## src/rtl/flex_timer_pkg.sv

```systemverilog
// rtl/flex_timer_pkg.sv - shared types and default parameters for flex_down_timer
package flex_timer_pkg;

    localparam int unsigned DEF_NUM_CNT_BITS = 4;
    localparam int unsigned DEF_PRESCALE_DIV = 4;

    typedef enum logic [0:0] {
        IDLE = 1'b0,
        RUN  = 1'b1
    } state_t;

endpackage

```

## src/rtl/timer_prescaler.sv

```systemverilog
// rtl/timer_prescaler.sv - enabled-cycle divider for flex_down_timer (used with FLEX_TIMER_PRESCALE_EN)
module timer_prescaler
    import flex_timer_pkg::*;
#(
    parameter int unsigned PRESCALE_DIV = DEF_PRESCALE_DIV
) (
    input  logic clk,
    input  logic n_rst,
    input  logic clr,
    input  logic en,
    output logic tick
);

    localparam int unsigned PW = (PRESCALE_DIV > 2) ? $clog2(PRESCALE_DIV) : 1;
    localparam logic [PW-1:0] LAST = PW'(PRESCALE_DIV - 1);
    localparam logic [PW-1:0] ONE  = PW'(1);

    logic [PW-1:0] cnt;

    // tick marks the enabled cycle on which the divider completes a full period
    assign tick = en && (cnt == LAST);

    // count enabled cycles, wrap after the last one; hold while disabled
    always_ff @(posedge clk or negedge n_rst) begin
        if (!n_rst) begin
            cnt <= '0;
        end else if (clr) begin
            cnt <= '0;
        end else if (en) begin
            cnt <= tick ? '0 : cnt + ONE;
        end
    end

endmodule

```

## src/rtl/flex_down_timer.sv

```systemverilog
// rtl/flex_down_timer.sv - loadable one-shot/periodic down timer; optional prescaler via FLEX_TIMER_PRESCALE_EN
module flex_down_timer
    import flex_timer_pkg::*;
#(
    parameter int unsigned NUM_CNT_BITS = DEF_NUM_CNT_BITS,
    parameter int unsigned PRESCALE_DIV = DEF_PRESCALE_DIV
) (
    input  logic                    clk,
    input  logic                    n_rst,
    input  logic                    clr,
    input  logic                    start,
    input  logic [NUM_CNT_BITS-1:0] load_val,
    input  logic                    periodic,
    input  logic                    count_enable,
    output logic [NUM_CNT_BITS-1:0] count_out,
    output logic                    busy,
    output logic                    expire
);

    localparam logic [NUM_CNT_BITS-1:0] ONE = NUM_CNT_BITS'(1);

    state_t                  state;
    logic [NUM_CNT_BITS-1:0] reload_q;
    logic                    periodic_q;
    logic                    dec_tick;

`ifdef FLEX_TIMER_PRESCALE_EN
    logic pre_en;
    logic pre_clr;

    // the divider only advances on enabled RUN cycles and restarts with every clr/start
    assign pre_en  = count_enable && (state == RUN);
    assign pre_clr = clr || start;

    timer_prescaler #(
        .PRESCALE_DIV(PRESCALE_DIV)
    ) u_prescaler (
        .clk  (clk),
        .n_rst(n_rst),
        .clr  (pre_clr),
        .en   (pre_en),
        .tick (dec_tick)
    );
`else
    logic unused_prescale;

    // without the divider every enabled cycle is a decrement opportunity
    assign dec_tick        = count_enable;
    assign unused_prescale = ^PRESCALE_DIV;
`endif

    assign busy = (state == RUN);

    // main FSM: clr > start > decrement/terminal > hold
    always_ff @(posedge clk or negedge n_rst) begin
        if (!n_rst) begin
            state      <= IDLE;
            count_out  <= '0;
            reload_q   <= '0;
            periodic_q <= 1'b0;
            expire     <= 1'b0;
        end else if (clr) begin
            state     <= IDLE;
            count_out <= '0;
            expire    <= 1'b0;
        end else if (start) begin
            reload_q   <= load_val;
            periodic_q <= periodic;
            count_out  <= load_val;
            if (load_val == '0) begin
                // zero load expires immediately and never enters RUN
                state  <= IDLE;
                expire <= 1'b1;
            end else begin
                state  <= RUN;
                expire <= 1'b0;
            end
        end else if ((state == RUN) && dec_tick && (count_out == ONE)) begin
            expire <= 1'b1;
            if (periodic_q) begin
                count_out <= reload_q;
            end else begin
                count_out <= '0;
                state     <= IDLE;
            end
        end else if ((state == RUN) && dec_tick && (count_out > ONE)) begin
            count_out <= count_out - ONE;
            expire    <= 1'b0;
        end else begin
            expire <= 1'b0;
        end
    end

endmodule

```

## config.mk

```make
export PLATFORM = sky130hd
export DESIGN_NAME = flex_down_timer
export DESIGN_NICKNAME = d
export VERILOG_FILES = /design/src/rtl/flex_timer_pkg.sv /design/src/rtl/timer_prescaler.sv /design/src/rtl/flex_down_timer.sv
export SDC_FILE = /design/constraint.sdc
export NUM_CORES = 1
export LEC_CHECK = 0
export BUFFER_PORTS_ARGS = -buffer_cell sky130_fd_sc_hd__buf_2
export CORE_AREA = 8 8 45 47
export CTS_BUF_LIST = sky130_fd_sc_hd__clkbuf_4
export DETAILED_ROUTE_END_ITERATION = 8
export DIE_AREA = 0 0 53 55
export PLACE_DENSITY_LB_ADDON = 0.05
export SKIP_LAST_GASP = 1
export SYNTH_ARGS = -nofsm -noshare
export SYNTH_HDL_FRONTEND = slang
export SYNTH_SLANG_ARGS = --single-unit
```

## constraint.sdc

```tcl
create_clock -name clk -period 2 [get_ports clk]
set_input_delay 0.3 -clock clk [delete_from_list [all_inputs] [get_ports clk]]
set_output_delay 0.3 -clock clk [all_outputs]
set_load 0.005 [all_outputs]
```

==> impl_metrics.prom <==
# TYPE chip_impl_metric gauge
chip_impl_info{name="run_status",value="completed"} 1
chip_impl_metric{name="setup_viols_final",unit=""} 0
chip_impl_metric{name="placement_rows",unit=""} 14
chip_impl_metric{name="timing.slew.headroom",unit="%"} 70.6
chip_impl_metric{name="remaining_drc_errors",unit=""} 0
chip_impl_metric{name="placeableCoreArea",unit="sq mm"} 0.00138
chip_impl_metric{name="syn-cell-area",unit="sq um"} 632
chip_impl_metric{name="worst_skew_pair.late_latency",unit="ps"} 260
chip_impl_metric{name="critPathMaxStageDelay",unit="ps"} 490
chip_impl_metric{name="final_min_period_over_clock_period",unit="%"} 93.1
chip_impl_metric{name="clkSlewWorstSetupHoldPaths",unit="ps"} 70
chip_impl_metric{name="finalCriticalPeriod",unit="ps"} 1860
chip_impl_metric{name="cts_max_level",unit=""} 1
chip_impl_metric{name="postLayoutSetupSlackWorst",unit="ps"} 138
chip_impl_metric{name="ir_worst_vdd",unit="mV"} 0.481
chip_impl_metric{name="floorplan.die_area",unit="sq mm"} 0.00292
chip_impl_metric{name="routed-via-count",unit=""} 578
chip_impl_metric{name="wl_per_cell",unit="um"} 15.5
chip_impl_info{name="rsz0062_at_grt",value="false"} 1
chip_impl_metric{name="cts_made_buffers",unit=""} 3
chip_impl_info{name="worst_path_slowest_cell",value="or4_4"} 1
chip_impl_info{name="hp-class",value="primary input to flop"} 1
chip_impl_metric{name="gp_congestion",unit=""} 0.795
chip_impl_metric{name="critical_path_peak_fanout",unit=""} 5
chip_impl_metric{name="holdBufCountCts",unit=""} 1
chip_impl_metric{name="viasPerCell",unit=""} 5.50
chip_impl_metric{name="grt_pass1_vias",unit=""} 632
chip_impl_metric{name="grt_pass1_wl",unit="um"} 2760
chip_impl_metric{name="postSynthCellCount",unit=""} 68
chip_impl_info{name="tritoncts_clock_tree",value="done"} 1
chip_impl_metric{name="fin_worst_skew",unit="ps"} 3.33
chip_impl_info{name="cell_by_cell_trace_of_the_critical_path",value="inv_1 > ha_1 > or4_4 > a2111oi_2 > a211oi_1 > nor3_1"} 1
chip_impl_metric{name="routed_wl",unit="um"} 1630
chip_impl_info{name="clock_tree.root_cell",value="clkbuf_4"} 1
chip_impl_metric{name="final_stage_net_count",unit=""} 102
chip_impl_metric{name="cts.path.max_buffers",unit=""} 2
chip_impl_metric{name="power.density",unit="mW/mm^2"} 692
chip_impl_metric{name="synth_nets",unit=""} 80
chip_impl_metric{name="place.detailed.hpwl",unit="um"} 1240
chip_impl_metric{name="overflow",unit=""} 0
chip_impl_metric{name="first_iter_violations",unit=""} 15
chip_impl_metric{name="io_pins",unit=""} 16
chip_impl_metric{name="grt_start_max_net_pins",unit=""} 12
chip_impl_metric{name="synthesis.area_per_instance",unit="sq um"} 9.29
chip_impl_metric{name="max_cap_viol_count",unit=""} 0
chip_impl_metric{name="fillers",unit=""} 135
chip_impl_info{name="worstSetupEndpointType",value="flop"} 1
chip_impl_metric{name="dieHeight",unit="um"} 55
chip_impl_metric{name="drt_pre_antenna_iters",unit=""} 4
chip_impl_metric{name="dieWidth",unit="um"} 53
chip_impl_metric{name="ys.warnings.count",unit=""} 0
chip_impl_metric{name="fmax",unit="MHz"} 537
chip_impl_metric{name="areaGrowthSynthToFinish",unit="%"} 23.0
chip_impl_metric{name="timing.setup.tns",unit="ps"} 0
chip_impl_metric{name="initial_utilization",unit="%"} 45.7
chip_impl_metric{name="antenna_found_initial",unit=""} 0
chip_impl_metric{name="finalHoldViolations",unit=""} 0
chip_impl_metric{name="cts_repair_resize_count",unit=""} 0
chip_impl_metric{name="dp_worst_setup_slack",unit="ps"} 148
chip_impl_metric{name="fraction_of_layout_cells_with_a_size_suffix_above_1",unit="%"} 28.1
chip_impl_metric{name="final-max-slew-violation-count",unit=""} 0
chip_impl_metric{name="post-cts-setup-buffer-count",unit=""} 0
chip_impl_info{name="worst-setup-path-type",value="flop to flop"} 1
chip_impl_metric{name="yosysUniqueCellTypes",unit=""} 30
chip_impl_metric{name="pleak",unit="nW"} 0.368
chip_impl_metric{name="worstPathArrival",unit="ps"} 2040
chip_impl_metric{name="port-buffer-count",unit=""} 15
chip_impl_info{name="worstSetupStartpointType",value="flop"} 1
chip_impl_metric{name="remaining_antenna_violation_count",unit=""} 0
chip_impl_metric{name="antenna_cells_inserted",unit=""} 0
chip_impl_metric{name="critPathRequiredTime",unit="ps"} 2180
chip_impl_metric{name="clkSinkCount",unit=""} 11
chip_impl_metric{name="synth_sequential_area_ratio",unit="%"} 43.6
chip_impl_metric{name="synth.ff_latch_count",unit=""} 11
chip_impl_metric{name="global_routing_usage_summed_across_all_routing_layers",unit="%"} 12.7
chip_impl_metric{name="tightest_slew",unit="ps"} 440
-- layout make-up --
| cell class | instances | area (sq um) | area share [%] |
|---|---|---|---|
| Multi-Input combinational cell | 54 | 344 | 44.3 |
| Sequential cell | 11 | 275 | 35.4 |
| Timing Repair Buffer | 18 | 100 | 12.9 |
| Clock buffer | 4 | 30.0 | 3.86 |
| Tap cell | 16 | 20.0 | 2.58 |
| Inverter | 2 | 7.51 | 0.966 |
-- final timing paths --
kind                                          startpoint                       end  slack, ps  depth (start not counted)
worst max-delay path            count_out[1]$_DFFE_PN0P_  count_out[3]$_DFFE_PN0P_        140                          6
min in group asynchronous                          n_rst   reload_q[3]$_DFFE_PN0P_        440                          2
worst min register to register   reload_q[0]$_DFFE_PN0P_   reload_q[0]$_DFFE_PN0P_        480                          2
max in group asynchronous                          n_rst    periodic_q$_DFFE_PN0P_       1350                          2
worst min-delay path                            periodic    periodic_q$_DFFE_PN0P_        230                          3
worst max register to register  count_out[1]$_DFFE_PN0P_  count_out[3]$_DFFE_PN0P_        140                          6
-- cells by family after synthesis --
kind of cell	after synthesis	synth area share, %
AOI/OAI and AO/OA	10	12.3
xor gates and xnor gates	1	1.39
adders and majority gates	2	3.96
buffers and inverters	3	1.98
DFF	11	43.6
muxes	3	5.15
and+or+nand+nor	38	31.7
-- state kept, by name, indices dropped and copies added, names as in the netlist --
signal / flops
count_out: 4
reload_q: 4
busy: 1
expire: 1
periodic_q: 1
-- synthesized netlist by cell type --
cell | n | area, sq um
nand2_1 | 21 | 78.8
dfrtp_1 | 11 | 275
nor2_1 | 3 | 11.3
ha_1 | 2 | 25.0
inv_1 | 2 | 7.51
nor2b_1 | 2 | 12.5
nor3_1 | 2 | 10.0
nor4b_1 | 2 | 17.5
o21ai_0 | 2 | 10.0
a2111oi_0 | 1 | 8.76
a2111oi_2 | 1 | 15.0
a211oi_1 | 1 | 7.51
a21oi_1 | 1 | 5.00
a221o_1 | 1 | 10.0
buf_2 | 1 | 5.00
mux2_1 | 1 | 11.3
mux2_2 | 1 | 11.3
mux2i_1 | 1 | 10.0
nand2b_1 | 1 | 6.26
nand4b_1 | 1 | 8.76
nor4_1 | 1 | 6.26
nor4bb_1 | 1 | 10.0
o211ai_1 | 1 | 7.51
o21ai_1 | 1 | 5.00
o221ai_1 | 1 | 8.76
or3_1 | 1 | 6.26
or4_1 | 1 | 7.51
or4_4 | 1 | 11.3
or4b_4 | 1 | 13.8
xnor2_1 | 1 | 8.76
-- cells in the final DEF (no fill, tap or decap) --
master / Yosys / layout
a2111oi_0: 1 / 1
a2111oi_2: 1 / 1
a211oi_1: 1 / 1
a21oi_1: 1 / 1
a221o_1: 1 / 1
buf_2: 1 / 15
buf_4: 0 / 2
clkbuf_4: 0 / 4
dfrtp_1: 11 / 11
dlygate4sd3_1: 0 / 1
ha_1: 2 / 2
inv_1: 2 / 2
mux2_1: 1 / 1
mux2_2: 1 / 1
mux2i_1: 1 / 1
nand2_1: 21 / 21
nand2b_1: 1 / 1
nand4b_1: 1 / 1
nor2_1: 3 / 3
nor2b_1: 2 / 2
nor3_1: 2 / 2
nor4_1: 1 / 1
nor4b_1: 2 / 2
nor4bb_1: 1 / 1
o211ai_1: 1 / 1
o21ai_0: 2 / 2
o21ai_1: 1 / 1
o221ai_1: 1 / 1
or3_1: 1 / 1
or4_1: 1 / 1
or4_4: 1 / 1
or4b_4: 1 / 1
xnor2_1: 1 / 1
-- power breakdown --
part	switching, mW	internal, mW	leakage [nW]
registers	0.0222	0.243	0.141
logic	0.0542	0.0527	0.208
clock network	0.0754	0.0905	0.0184
-- critical path, delay by kind of cell (launching register included) --
kind / cells / cell delay, ps
AOI/OAI and AO/OA: 2 / 400
buffers and inverters: 1 / 80
and+or+nand+nor: 2 / 680
DFF: 1 / 400
adders and majority gates: 1 / 230
-- per-layer routing --
| layer | up-vias | track usage (%) | routed length, um | part of all wire (%) |
|---|---|---|---|---|
| li1 | 287 | - | - | - |
| met2 | 19 | 18.9 | 742 | 46 |
| met4 | 0 | 6.47 | 14 | 0.86 |
| met1 | 270 | 15.6 | 738 | 45 |
| met5 | - | 0 | 0 | 0 |
| met3 | 2 | 5.08 | 131 | 8.1 |
-- metrics by stage --
step,util (%),instance area (sq um),std cells,hold slack [ps],total power [mW]
global placement,53.3,737,100,190,0.374
CTS,56.1,777,105,226,0.544
detailed placement,53.3,737,100,192,0.375
finish,56.1,777,105,226,0.538
floorplan,-,632,68,4.41,0.327
global route,56.1,777,105,228,0.577
(Power assumes the default switching activity.)
